===== config.mk =====
export PLATFORM = sky130hd
export DESIGN_NAME = connector_wr_arbiter
export DESIGN_NICKNAME = d
export VERILOG_FILES = /design/src/rtl/connector_pkg.sv /design/src/rtl/connector_chan_fifo.sv /design/src/rtl/connector_wr_arbiter.sv
export SDC_FILE = /design/constraint.sdc
export NUM_CORES = 1
export LEC_CHECK = 0
export ABC_CLOCK_PERIOD_IN_PS = 4550
export BUFFER_PORTS_ARGS = -buffer_cell sky130_fd_sc_hd__buf_2
export CORE_AREA = 2 2 154 81
export CTS_BUF_LIST = sky130_fd_sc_hd__clkbuf_4 sky130_fd_sc_hd__clkbuf_8 sky130_fd_sc_hd__clkbuf_16
export CTS_CLUSTER_DIAMETER = 150
export DETAILED_ROUTE_END_ITERATION = 10
export DIE_AREA = 0 0 156 83
export PLACE_DENSITY = 0.64
export SLEW_MARGIN = 20
export SYNTH_ARGS = -nofsm -noshare
export SYNTH_HDL_FRONTEND = slang
export SYNTH_HIERARCHICAL = 1
export SYNTH_SLANG_ARGS = --single-unit

===== constraint.sdc =====
create_clock -name clk -period 4.55 [get_ports clk]
set_clock_uncertainty 0.05 [all_clocks]
set_input_delay 0.2275 -clock clk [delete_from_list [all_inputs] [get_ports clk]]
set_output_delay 0.2275 -clock clk [all_outputs]
set_load 0.03 [all_outputs]

===== src/rtl/connector_pkg.sv =====
// ----------------------------------------------------------------------------
// connector_pkg
// Shared types and default sizes for the connector write path.
//   CONN_N_REQ      default number of write requesters
//   CONN_DATA_W     default write data width
//   conn_src_t      channel index type for the default requester count
//   conn_wr_state_t output slot state (empty / holding a word)
// ----------------------------------------------------------------------------
package connector_pkg;

    localparam int CONN_N_REQ  = 3;
    localparam int CONN_DATA_W = 8;

    typedef logic [$clog2(CONN_N_REQ)-1:0] conn_src_t;

    typedef enum logic {
        WR_IDLE  = 1'b0,
        WR_VALID = 1'b1
    } conn_wr_state_t;

endpackage : connector_pkg


===== src/rtl/connector_chan_fifo.sv =====
// ----------------------------------------------------------------------------
// connector_chan_fifo
// Small per-channel FIFO for one write requester.
//   clk      in   clock, posedge
//   reset_n  in   asynchronous active-low reset (pointers only)
//   i_push   in   write strobe
//   i_wdata  in   write data
//   i_pop    in   remove head word
//   o_full   out  FIFO holds FIFO_DEPTH words
//   o_empty  out  FIFO holds no word
//   o_rdata  out  head word, combinational
// A push on a full FIFO is taken only when a pop happens on the same edge,
// since that pop frees the slot the push writes into.
// ----------------------------------------------------------------------------
module connector_chan_fifo
    import connector_pkg::*;
#(
    parameter int DATA_W     = 8,
    parameter int FIFO_DEPTH = 4
) (
    input  logic              clk,
    input  logic              reset_n,
    input  logic              i_push,
    input  logic [DATA_W-1:0] i_wdata,
    input  logic              i_pop,
    output logic              o_full,
    output logic              o_empty,
    output logic [DATA_W-1:0] o_rdata
);

    localparam int AW = $clog2(FIFO_DEPTH);

    logic [DATA_W-1:0] r_mem [FIFO_DEPTH];
    logic [AW:0]       r_wr_ptr;
    logic [AW:0]       r_rd_ptr;
    logic              w_do_push;
    logic              w_do_pop;

    // Extra MSB on each pointer separates full from empty when LSBs match.
    assign o_empty   = (r_wr_ptr == r_rd_ptr);
    assign o_full    = (r_wr_ptr[AW] != r_rd_ptr[AW]) &&
                       (r_wr_ptr[AW-1:0] == r_rd_ptr[AW-1:0]);
    assign w_do_pop  = i_pop && !o_empty;
    assign w_do_push = i_push && (!o_full || w_do_pop);
    assign o_rdata   = r_mem[r_rd_ptr[AW-1:0]];

    always_ff @(posedge clk or negedge reset_n) begin
        if (!reset_n) begin
            r_wr_ptr <= '0;
            r_rd_ptr <= '0;
        end else begin
            if (w_do_push) r_wr_ptr <= r_wr_ptr + 1'b1;
            if (w_do_pop)  r_rd_ptr <= r_rd_ptr + 1'b1;
        end
    end

    // Storage carries no reset; only the pointers define what is valid.
    always_ff @(posedge clk) begin
        if (w_do_push) r_mem[r_wr_ptr[AW-1:0]] <= i_wdata;
    end

endmodule : connector_chan_fifo


===== src/rtl/connector_wr_arbiter.sv =====
// ----------------------------------------------------------------------------
// connector_wr_arbiter
// Round-robin merge of N_REQ write channels onto one valid/ready byte port.
//   clk       in   clock, posedge
//   reset_n   in   asynchronous active-low reset
//   freeze    in   block loading new words into the output slot
//   wen_i     in   per-channel write strobe
//   data_i    in   channel k data at [k*DATA_W +: DATA_W]
//   wr_ready  in   sink accepts wr_data this cycle
//   wr_en     out  output word valid
//   wr_data   out  output word
//   wr_src    out  channel that supplied wr_data
//   pend      out  per-channel FIFO non-empty
//   ovf       out  sticky per-channel dropped-push flag
//   ovf_clr   in   clear all ovf bits
// ----------------------------------------------------------------------------
module connector_wr_arbiter
    import connector_pkg::*;
#(
    parameter int N_REQ      = CONN_N_REQ,
    parameter int DATA_W     = CONN_DATA_W,
    parameter int FIFO_DEPTH = 4
) (
    input  logic                      clk,
    input  logic                      reset_n,
    input  logic                      freeze,
    input  logic [N_REQ-1:0]          wen_i,
    input  logic [N_REQ*DATA_W-1:0]   data_i,
    input  logic                      wr_ready,
    output logic                      wr_en,
    output logic [DATA_W-1:0]         wr_data,
    output logic [$clog2(N_REQ)-1:0]  wr_src,
    output logic [N_REQ-1:0]          pend,
    output logic [N_REQ-1:0]          ovf,
    input  logic                      ovf_clr
);

    localparam int SRC_W = $clog2(N_REQ);

    conn_wr_state_t     r_state;
    logic [DATA_W-1:0]  r_wr_data;
    logic [SRC_W-1:0]   r_wr_src;
    logic [SRC_W-1:0]   r_ptr;
    logic [N_REQ-1:0]   r_ovf;

    logic [N_REQ-1:0]   w_full;
    logic [N_REQ-1:0]   w_empty;
    logic [N_REQ-1:0]   w_nonempty;
    logic [N_REQ-1:0]   w_pop;
    logic [N_REQ-1:0]   w_drop;
    logic [N_REQ-1:0]   w_hi_mask;
    logic [N_REQ-1:0]   w_hi_req;
    logic [DATA_W-1:0]  w_rdata [N_REQ];
    logic [SRC_W-1:0]   w_grant;
    logic               w_slot_free;
    logic               w_load;

    function automatic logic [SRC_W-1:0] f_lowest(input logic [N_REQ-1:0] v);
        f_lowest = '0;
        for (int i = N_REQ - 1; i >= 0; i--) begin
            if (v[i]) f_lowest = SRC_W'(i);
        end
    endfunction

    assign w_nonempty = ~w_empty;

    // Round robin: prefer requesters above the last grant, else wrap to the
    // lowest requester overall.
    assign w_hi_req = w_nonempty & w_hi_mask;
    assign w_grant  = (|w_hi_req) ? f_lowest(w_hi_req) : f_lowest(w_nonempty);

    // The slot can take a new word when empty or when the current word is
    // being accepted; a held word is never replaced, frozen or not.
    assign w_slot_free = (r_state == WR_IDLE) || wr_ready;
    assign w_load      = w_slot_free && !freeze && (|w_nonempty);

    genvar gi;
    generate
        for (gi = 0; gi < N_REQ; gi++) begin : g_chan
            connector_chan_fifo #(
                .DATA_W     (DATA_W),
                .FIFO_DEPTH (FIFO_DEPTH)
            ) u_fifo (
                .clk     (clk),
                .reset_n (reset_n),
                .i_push  (wen_i[gi]),
                .i_wdata (data_i[gi*DATA_W +: DATA_W]),
                .i_pop   (w_pop[gi]),
                .o_full  (w_full[gi]),
                .o_empty (w_empty[gi]),
                .o_rdata (w_rdata[gi])
            );

            assign w_hi_mask[gi] = (SRC_W'(gi) > r_ptr);
            assign w_pop[gi]     = w_load && (w_grant == SRC_W'(gi));
            // A same-edge pop frees the slot, so only an un-popped full FIFO drops.
            assign w_drop[gi]    = wen_i[gi] && w_full[gi] && !w_pop[gi];

            // New overflow beats a simultaneous clear.
            always_ff @(posedge clk or negedge reset_n) begin
                if (!reset_n) begin
                    r_ovf[gi] <= 1'b0;
                end else if (w_drop[gi]) begin
                    r_ovf[gi] <= 1'b1;
                end else if (ovf_clr) begin
                    r_ovf[gi] <= 1'b0;
                end
            end
        end
    endgenerate

    always_ff @(posedge clk or negedge reset_n) begin
        if (!reset_n) begin
            r_state   <= WR_IDLE;
            r_wr_data <= '0;
            r_wr_src  <= '0;
            r_ptr     <= SRC_W'(N_REQ - 1);
        end else if (w_load) begin
            r_state   <= WR_VALID;
            r_wr_data <= w_rdata[w_grant];
            r_wr_src  <= w_grant;
            r_ptr     <= w_grant;
        end else if (wr_ready) begin
            r_state   <= WR_IDLE;
        end
    end

    assign wr_en   = (r_state == WR_VALID);
    assign wr_data = r_wr_data;
    assign wr_src  = r_wr_src;
    assign pend    = w_nonempty;
    assign ovf     = r_ovf;

endmodule : connector_wr_arbiter

==> results of run 1 <==
## layout make-up
type                    count  area (um2)
clock buffers              20       454.2
multi-input cells         177        1733
inverters                  27       101.3
repair buffers             77       513.0
fillers                   880        4741
well taps                 150       187.7
flip-flops and latches    129        3710
clock inverters            12       86.33
## per-stage QoR
| stage | instances | worst slack [ns] |
|---|---|---|
| after floorplan | 348 | 1.057 |
| after global placement | 538 | 0.9086 |
| after detailed placement | 538 | 0.7479 |
| after CTS | 592 | 0.7430 |
| after global routing | 592 | 0.4822 |
| final | 592 | 0.6884 |
## timing repair
| action | 4_1_cts | 5_1_grt |
|---|---|---|
| resized for setup | 0 | 0 |
| hold buffers | 22 | 0 |
| endpoints found under the hold margin | 108 | 0 |
| buffers inserted | 0 | 0 |
## routing by layer
metal	vias up	part of all wire	GRT usage	wire length, um
met4	0	0.010	0.05922	127
met1	1715	0.54	0.3383	6639
met2	107	0.39	0.2466	4765
met5	-	0	0	0
li1	1523	-	-	-
met3	14	0.057	0.05428	702
## power by group
part,internal (uW),total [uW],leakage [uW],switching [uW]
Sequential,1630,1870,0.00128,237
Clock,723,1230,0.000254,505
Combinational,762,1920,0.00109,1160
Total,3120,5020,0.00262,1900
## sequential cells by signal (all words and copies together) (netlist names)
| name | flops |
|---|---|
| g_chan.u_fifo/r_mem | 96 |
| g_chan.u_fifo/r_rd_ptr | 9 |
| g_chan.u_fifo/r_wr_ptr | 9 |
| wr_data | 8 |
| ovf | 3 |
| wr_src | 2 |
| r_ptr | 1 |
| wr_en | 1 |
## layout by cell type (no fill, tap or decap), types with 6 or more instances in the layout
cell                            instances
sky130_fd_sc_hd__inv_1                 27
sky130_fd_sc_hd__edfxtp_1              96
sky130_fd_sc_hd__or4_1                  6
sky130_fd_sc_hd__xnor2_1                6
sky130_fd_sc_hd__nand2_1               21
sky130_fd_sc_hd__dfrtp_1               32
sky130_fd_sc_hd__nor3_1                 7
sky130_fd_sc_hd__ha_1                  15
sky130_fd_sc_hd__dlygate4sd3_1         22
sky130_fd_sc_hd__nor2_1                 8
sky130_fd_sc_hd__mux4_2                24
sky130_fd_sc_hd__o31ai_1                6
sky130_fd_sc_hd__xor2_1                 9
sky130_fd_sc_hd__buf_4                  7
sky130_fd_sc_hd__buf_2                 48
sky130_fd_sc_hd__clkbuf_16             17
sky130_fd_sc_hd__mux2i_1                8
sky130_fd_sc_hd__o221ai_1               8
sky130_fd_sc_hd__and3_1                 9
## cell families after synthesis
logic type / synth area share
adders and majority gates: 0.03335
AOI/OAI and AO/OA: 0.06848
and+or+nand+nor: 0.05958
buffers and inverters: 0.03379
xor gates and xnor gates: 0.02334
DFF: 0.6592
muxes: 0.1223
## worst max-delay path by stage
stage	from	to	slack [ns]
floorplan	g_chan[0].u_fifo/r_rd_ptr[1]	g_chan[0].u_fifo/r_mem[0][0]	1.06
global placement	g_chan[0].u_fifo/r_rd_ptr[1]	g_chan[2].u_fifo/r_mem[2][6]	0.91
detailed placement	g_chan[0].u_fifo/r_rd_ptr[1]	g_chan[2].u_fifo/r_mem[2][2]	0.75
CTS	g_chan[0].u_fifo/r_rd_ptr[1]	g_chan[2].u_fifo/r_mem[2][1]	0.74
global route	g_chan[0].u_fifo/r_rd_ptr[1]	g_chan[2].u_fifo/r_mem[2][2]	0.48
finish	g_chan[0].u_fifo/r_rd_ptr[1]	g_chan[2].u_fifo/r_mem[2][0]	0.69
==> metrics.log, run 1 <==
INFO  metric later_pin_clock_latency_in_the_skew_report = 0.41 ns
INFO  metric dpl.hpwl = 8653 um
INFO  metric synth.most_common_cell = sky130_fd_sc_hd__edfxtp_1
INFO  metric layout_worst_path_cycle_share = 0.8487
INFO  metric portBuffers = 48
INFO  metric synth-async-reset-ratio = 0.2558
INFO  metric worst-path-buf-inv = 3
INFO  metric critical_path.max_fanout = 11
INFO  metric maximum_cell_stage_delay_along_the_critical_path = 0.62 ns
INFO  metric ctsHtreeMaxLevel = 4
INFO  metric tritoncts = yes
INFO  metric synth_seq_cells = 129
INFO  metric tritoncts_num_sinks = 129
INFO  metric whs_path_depth = 1
INFO  metric critical_path.slowest_cell = sky130_fd_sc_hd__or4_1
INFO  metric num_io_pins = 49
INFO  metric power.density = 739.5 nW/um2
INFO  metric antenna_cells_inserted = 0
INFO  metric finalNetCount = 476
INFO  metric post_synth_num_cell_types = 43
INFO  metric worst-setup-path-type = flip-flop to flip-flop
INFO  metric average_wire_length_per_cell_after_detail_routing = 20.67 um
INFO  metric antenna_violating_nets_post_route = 0
INFO  metric post-synth-top-area-cell = sky130_fd_sc_hd__edfxtp_1
INFO  metric starting_utilization_of_the_core_area = 0.4883
INFO  metric status = finished, final reports clean
INFO  metric initial_antenna_violation_count = 0
INFO  metric critical_path.most_common_cell = sky130_fd_sc_hd__inv_1
INFO  metric syn_nets = 395
INFO  metric regToRegEndpoint = g_chan[2].u_fifo/r_mem[2][0]
INFO  metric fin_hold_ws = 0.02126 ns
INFO  metric worstMarginPinSlew = 0.7833 ns
INFO  metric startpoint_type = flip-flop
INFO  metric clockBufferDepth = 2
INFO  metric yosysSeqAreaShare = 0.6592
INFO  metric drv_cap = 0
INFO  metric min_path_type = input port to flip-flop
INFO  metric syn-cell-area = 5628 um2
INFO  metric setup-violations-final = 0
INFO  metric gp_congestion = 0.8026
INFO  metric cpLargestDelayFamily = simple AND/OR/NAND/NOR gates
INFO  metric synth.avg_cell_area = 16.17 um2
INFO  metric cell_depth_of_the_worst_flop_to_flop_path = 10
INFO  metric cts_made_buffers = 17
INFO  metric highest_clock_rate = 259.0 MHz
INFO  metric critical_path_depth = 10
INFO  metric detail_route.iter0.violations = 267
INFO  metric clock-root-buffer = sky130_fd_sc_hd__clkbuf_16
INFO  metric postSynth.topFlopCell = sky130_fd_sc_hd__edfxtp_1
INFO  metric num_rows = 28
INFO  metric critical_register_to_register_path_startpoint = g_chan[0].u_fifo/r_rd_ptr[1]
INFO  metric end_kind = flip-flop
INFO  metric cellLeakagePower = 0.002623 uW
INFO  metric worstPathCellList = xor2_1, buf_4, or2_2, nor2_1, inv_1, o31ai_2, a2111o_1, inv_1, or4_1, and3_1
INFO  metric area_growth = 20.56%
INFO  metric finalPower = 5018 uW
INFO  metric netlist_top_cells_area = sky130_fd_sc_hd__edfxtp_1, sky130_fd_sc_hd__dfrtp_1, sky130_fd_sc_hd__mux4_2
INFO  metric count_of_flip_flops_with_a_built_in_enable_after_synthesis = 96
INFO  metric final_area = 6785 um2
INFO  metric max-vdd-ir-drop = 0.2791 mV
INFO  metric layout-drive-gt1-share = 0.2715
INFO  metric synth_top_area_frac = 0.5122
INFO  metric largest_net_degree_at_the_start_of_global_routing = 34
INFO  metric drt_drc_violations_left = 0
INFO  metric yosysWarningCount = 6
INFO  metric clk_transition_reported_paths = 0.06 ns
INFO  metric detail_route.vias_per_cell = 5.674
INFO  metric fin_setup_tns = 0 ns
INFO  metric post_route_wl = 12240 um
INFO  metric vias = 3359
INFO  metric dpl-instance-area = 6025 um2
INFO  metric relSlewSlack = 0.4755
INFO  metric synth_top_cells_by_count = sky130_fd_sc_hd__edfxtp_1, sky130_fd_sc_hd__dfrtp_1, sky130_fd_sc_hd__inv_1
INFO  metric design.die.area = 12950 um2
INFO  metric min_to = g_chan[2].u_fifo/r_mem[3][2]
INFO  metric worst-r2r-setup-slack = 0.69 ns
INFO  metric utilization = 0.5887
INFO  metric final_hold_viol_count = 0
INFO  metric worst_ep_required_time = 4.60 ns
INFO  metric grt_pass1_wl = 19300 um
INFO  metric dr.pass1.iters = 5
INFO  metric timing.final.max_slew_violations = 0
INFO  metric die_w = 156 um
INFO  metric setup_repair_after_global_routing_missed_its_margin = false
INFO  metric fp.coreArea = 11530 um2
INFO  metric grt_use_total = 0.2010
INFO  metric finalWorstPathRequiredPeriod = 3.862 ns
INFO  metric beginning_of_the_worst_hold_path = data_i[18]
INFO  metric overflow = 0
INFO  metric post_synth_inst_count = 348
INFO  metric grt_pass1_vias = 3315
INFO  metric die_height = 83 um
INFO  metric timing.critical_path.arrival = 3.92 ns
Power figures use the tool's default switching activity.
==> inputs of run 2 (changes only) <==
--- a/config.mk
+++ b/config.mk
@@ -5,14 +5,15 @@
 export SDC_FILE = /design/constraint.sdc
 export NUM_CORES = 1
 export LEC_CHECK = 0
-export ABC_CLOCK_PERIOD_IN_PS = 4550
+export ABC_AREA = 1
+export ABC_CLOCK_PERIOD_IN_PS = 4000
 export BUFFER_PORTS_ARGS = -buffer_cell sky130_fd_sc_hd__buf_2
-export CORE_AREA = 2 2 154 81
+export CORE_AREA = 2 2 157 82
 export CTS_BUF_LIST = sky130_fd_sc_hd__clkbuf_4 sky130_fd_sc_hd__clkbuf_8 sky130_fd_sc_hd__clkbuf_16
 export CTS_CLUSTER_DIAMETER = 150
 export DETAILED_ROUTE_END_ITERATION = 10
-export DIE_AREA = 0 0 156 83
-export PLACE_DENSITY = 0.64
+export DIE_AREA = 0 0 159 84
+export PLACE_DENSITY = 0.65
 export SLEW_MARGIN = 20
 export SYNTH_ARGS = -nofsm -noshare
 export SYNTH_HDL_FRONTEND = slang
==> constraint.sdc (replaced) <==
create_clock -name clk -period 4 [get_ports clk]
set_clock_uncertainty 0.05 [all_clocks]
set_input_delay 0.2 -clock clk [delete_from_list [all_inputs] [get_ports clk]]
set_output_delay 0.2 -clock clk [all_outputs]
set_load 0.03 [all_outputs]
==> metrics.log, run 2 <==
INFO  metric synth_top_area_frac = 0.4915 (-0.02076)
INFO  metric setup-violations-final = 0 (unchanged)
INFO  metric cpLargestDelayFamily = simple AND/OR/NAND/NOR gates
INFO  metric final_area = 7047 um2 (+3.9%)
INFO  metric yosys.area_share.adder = 0.03200 (-0.001352)
INFO  metric timing.critical_path.from = g_chan[1].u_fifo/r_rd_ptr[1]
INFO  metric power.share.sequential = 0.365 (-0.008)
INFO  metric fin_hold_ws = 0.04389 ns (+0.02264 ns)
INFO  metric worst_ep_required_time = 3.98 ns (-0.62 ns)
INFO  metric end_kind = flip-flop
INFO  metric worstPathCellList = inv_1, nand2_1, nand2_1, nand3_1, inv_1, nand2_1, nor2_2, nor2_4, nand2_1, inv_1, inv_1, nand4_2, nand2_2, nor2_1
INFO  metric comb_power_share = 0.365 (-0.018)
INFO  metric area_growth = 20.14%
INFO  metric critical_register_to_register_path_startpoint = g_chan[1].u_fifo/r_rd_ptr[1]
INFO  metric num_rows = 29 (+3.6%)
INFO  metric post_synth_num_cell_types = 27 (-37%)
INFO  metric switching_share = 0.4055 (+0.02691)
INFO  metric switching_power = 2342 uW (+23%)
INFO  metric syn-cell-area = 5866 um2 (+4.2%)
INFO  metric tritoncts_num_sinks = 129 (unchanged)
INFO  metric average_wire_length_per_cell_after_detail_routing = 16.38 um (-21%)
INFO  metric postSynth.topFlopCell = sky130_fd_sc_hd__edfxtp_1
INFO  metric yosysWarningCount = 6 (unchanged)
INFO  metric max-vdd-ir-drop = 0.3615 mV (+30%)
INFO  metric timing.final.max_slew_violations = 0 (unchanged)
INFO  metric maximum_cell_stage_delay_along_the_critical_path = 0.63 ns (about the same)
INFO  metric num_io_pins = 49 (unchanged)
INFO  metric final_common_cell = sky130_fd_sc_hd__nand2_1
INFO  metric clockBufferDepth = 2 (unchanged)
INFO  metric antenna_violating_nets_post_route = 0 (unchanged)
INFO  metric clk_transition_reported_paths = 0.06 ns (about the same)
INFO  metric min_path_type = input port to flip-flop
INFO  metric yosys.area_share.simple = 0.1871 (+0.1275)
INFO  metric status = finished, final reports clean
INFO  metric grt_pass1_wl = 21170 um (+9.7%)
INFO  metric die_w = 159 um (+1.9%)
INFO  metric synth.avg_cell_area = 10.66 um2 (-34%)
INFO  metric critical_path.slowest_cell = sky130_fd_sc_hd__nor2_1
INFO  metric starting_utilization_of_the_core_area = 0.4811 (-0.007160)
INFO  metric cts_made_buffers = 17 (unchanged)
INFO  metric worst-setup-path-type = flip-flop to flip-flop
INFO  metric grt_use_total = 0.2097 (+0.008664)
INFO  metric dpl.hpwl = 9467 um (+9.4%)
INFO  metric ctsHtreeMaxLevel = 4 (unchanged)
INFO  metric post-synth-top-area-cell = sky130_fd_sc_hd__edfxtp_1
INFO  metric initial_antenna_violation_count = 0 (unchanged)
INFO  metric gp_congestion = 0.8587 (+7.0%)
INFO  metric drv_cap = 0 (unchanged)
INFO  metric yosysSeqAreaShare = 0.6325 (-0.02672)
INFO  metric die_height = 84 um (+1.2%)
INFO  metric cell_depth_of_the_worst_flop_to_flop_path = 14 (+4)
INFO  metric post_synth_inst_count = 550 (+58%)
INFO  metric netlist_top_cells_area = sky130_fd_sc_hd__edfxtp_1, sky130_fd_sc_hd__dfrtp_1, sky130_fd_sc_hd__nand2_1
INFO  metric vias = 4164 (+24%)
INFO  metric finalNetCount = 675 (+42%)
INFO  metric final_hold_viol_count = 0 (unchanged)
INFO  metric design.die.area = 13360 um2 (+3.2%)
INFO  metric worst-r2r-setup-slack = 0.41 ns (-0.28 ns)
INFO  metric power.density = 819.5 nW/um2 (+11%)
INFO  metric synth_top_family_by_area = simple AND/OR/NAND/NOR gates
INFO  metric setup_repair_after_global_routing_missed_its_margin = false
INFO  metric synth_seq_cells = 129 (unchanged)
INFO  metric fin_setup_tns = 0 ns (unchanged)
INFO  metric cellLeakagePower = 0.003040 uW (+16%)
INFO  metric final_cell_mix = sky130_fd_sc_hd__nand2_1, sky130_fd_sc_hd__edfxtp_1, sky130_fd_sc_hd__nor2_1, sky130_fd_sc_hd__inv_1, sky130_fd_sc_hd__o21ai_0
INFO  metric grt_pass1_vias = 3961 (+19%)
INFO  metric worst-path-buf-inv = 4 (+1)
INFO  metric worstSetupEndpoint = g_chan[1].u_fifo/r_mem[3][2]
INFO  metric drt_drc_violations_left = 0 (unchanged)
INFO  metric post_cts_resized = 0 (unchanged)
INFO  metric syn_nets = 597 (+51%)
INFO  metric tritoncts = yes
INFO  metric share_of_power_burned_in_the_clock_network = 0.270 (+0.025)
INFO  metric dr.pass1.iters = 5 (unchanged)
INFO  metric fp.coreArea = 12190 um2 (+5.8%)
INFO  metric muxShareOfSynthArea = 0 (-0.1223)
INFO  metric count_of_flip_flops_with_a_built_in_enable_after_synthesis = 96 (unchanged)
INFO  metric dpl-instance-area = 6187 um2 (+2.7%)
INFO  metric clock-root-buffer = sky130_fd_sc_hd__clkbuf_16
INFO  metric antenna_cells_inserted = 0 (unchanged)
INFO  metric critical_path.max_fanout = 14 (+3)
INFO  metric finalWorstPathRequiredPeriod = 3.594 ns (-0.2676 ns)
INFO  metric detail_route.vias_per_cell = 5.134 (-9.5%)
INFO  metric post_route_wl = 13280 um (+8.6%)
INFO  metric portBuffers = 48 (unchanged)
INFO  metric startpoint_type = flip-flop
INFO  metric later_pin_clock_latency_in_the_skew_report = 0.41 ns (about the same)
INFO  metric layout_worst_path_cycle_share = 0.8985 (+0.04980)
INFO  metric overflow = 0 (unchanged)
INFO  metric relSlewSlack = 0.4302 (-0.04525)
INFO  metric timing.critical_path.arrival = 3.58 ns (-0.34 ns)
INFO  metric synth.most_common_cell = sky130_fd_sc_hd__nand2_1
INFO  metric critical_path_depth = 14 (+4)
INFO  metric whs_path_depth = 3 (+2)
INFO  metric intPower = 3433 uW (+10%)
INFO  metric layout-drive-gt1-share = 0.1732 (-0.09833)
INFO  metric largest_register_ff_count = 96 (unchanged)
INFO  metric highest_clock_rate = 278.2 MHz (+7.4%)
INFO  metric worstMarginPinSlew = 0.8515 ns (+0.06818 ns)
INFO  metric regToRegEndpoint = g_chan[1].u_fifo/r_mem[3][2]
INFO  metric synth_compound_area_frac = 0.06826 (-0.0002155)
INFO  metric synth-xor-area-share = 0.01728 (-0.006066)
INFO  metric synth-async-reset-ratio = 0.2558 (unchanged)
INFO  metric synth_top_cells_by_count = sky130_fd_sc_hd__nand2_1, sky130_fd_sc_hd__edfxtp_1, sky130_fd_sc_hd__nor2_1
INFO  metric detail_route.iter0.violations = 480 (+80%)
INFO  metric largest_net_degree_at_the_start_of_global_routing = 34 (unchanged)
## run 2: changes by cell type in the layout (fill, tap and decap cells not counted), moves of 7 or more
cell	previous run	this run
sky130_fd_sc_hd__and3_1	9	0
sky130_fd_sc_hd__inv_1	27	56
sky130_fd_sc_hd__mux2i_1	8	0
sky130_fd_sc_hd__mux4_2	24	0
sky130_fd_sc_hd__nand2_1	21	120
sky130_fd_sc_hd__nand2_2	0	10
sky130_fd_sc_hd__nand3_1	1	38
sky130_fd_sc_hd__nor2_1	8	66
sky130_fd_sc_hd__nor3_1	7	0
sky130_fd_sc_hd__o21ai_0	3	50
sky130_fd_sc_hd__o221ai_1	8	0
sky130_fd_sc_hd__o22ai_1	1	24
## run 2: timing repair
| item | CTS | global route |
|---|---|---|
| endpoints found under the hold margin | 129 | 0 |
| buffers inserted | 0 | 0 |
| hold buffers | 26 | 0 |
| setup endpoints to repair | 0 | 0 |
## run 2: power by group through the flow
stage | logic [uW] | clock network (uW) | registers (uW)
floorplan | 1570 | 0 | 2100
CTS | 2110 | 1580 | 2100
finish | 2110 | 1560 | 2110
global route | 2360 | 1640 | 2150
global placement | 2020 | 0 | 2120
detailed placement | 2060 | 0 | 2130
## run 2: worst min-delay path by stage
stage | startpoint | endpoint
after global routing | wen_i[1] | g_chan[1].u_fifo/r_wr_ptr[2]
final | wen_i[1] | g_chan[1].u_fifo/r_wr_ptr[1]
after detailed placement | reset_n | g_chan[0].u_fifo/r_wr_ptr[1]
after global placement | reset_n | g_chan[0].u_fifo/r_wr_ptr[1]
after floorplan | reset_n | g_chan[0].u_fifo/r_rd_ptr[0]
after CTS | wen_i[1] | g_chan[1].u_fifo/r_wr_ptr[1]
## run 2: logic make-up after synthesis
logic type,after synthesis
AOI/OAI and AO/OA,74
xor gates and xnor gates,9
adders and majority gates,15
buffers and inverters,76
DFF,129
and+or+nand+nor,247
## run 2: routing by layer
metal / vias up / part of all wire / GRT usage
met5: - / 0 / 0
met4: 0 / 0.017 / 0.08017
met3: 23 / 0.078 / 0.05713
met2: 152 / 0.40 / 0.2767
met1: 1982 / 0.51 / 0.3248
li1: 2007 / - / -
## run 2: stage by stage
step	utilization	total power [uW]	instances	setup WS [ns]
final	0.5780	5775	811	0.4060
after global routing	0.5780	6157	811	0.1558
after CTS	0.5780	5791	811	0.4947
after detailed placement	0.5075	4189	753	0.5378
after global placement	0.5075	4141	753	0.6911
after floorplan	-	3672	550	1.279
## run 2: worst min-delay path, cell delays in order
cell	delay, ns
sky130_fd_sc_hd__buf_2	0.13
sky130_fd_sc_hd__nand3_1	0.08
sky130_fd_sc_hd__nand2_1	0.05
## run 2: cell type report
type,count,area (um2)
Fill cell,1022,5145
Sequential cell,129,3710
Multi-Input combinational cell,345,1787
Timing Repair Buffer,75,508.0
Clock buffer,19,446.7
Inverter,60,230.2
Tap cell,170,212.7
Clock inverter,13,152.6
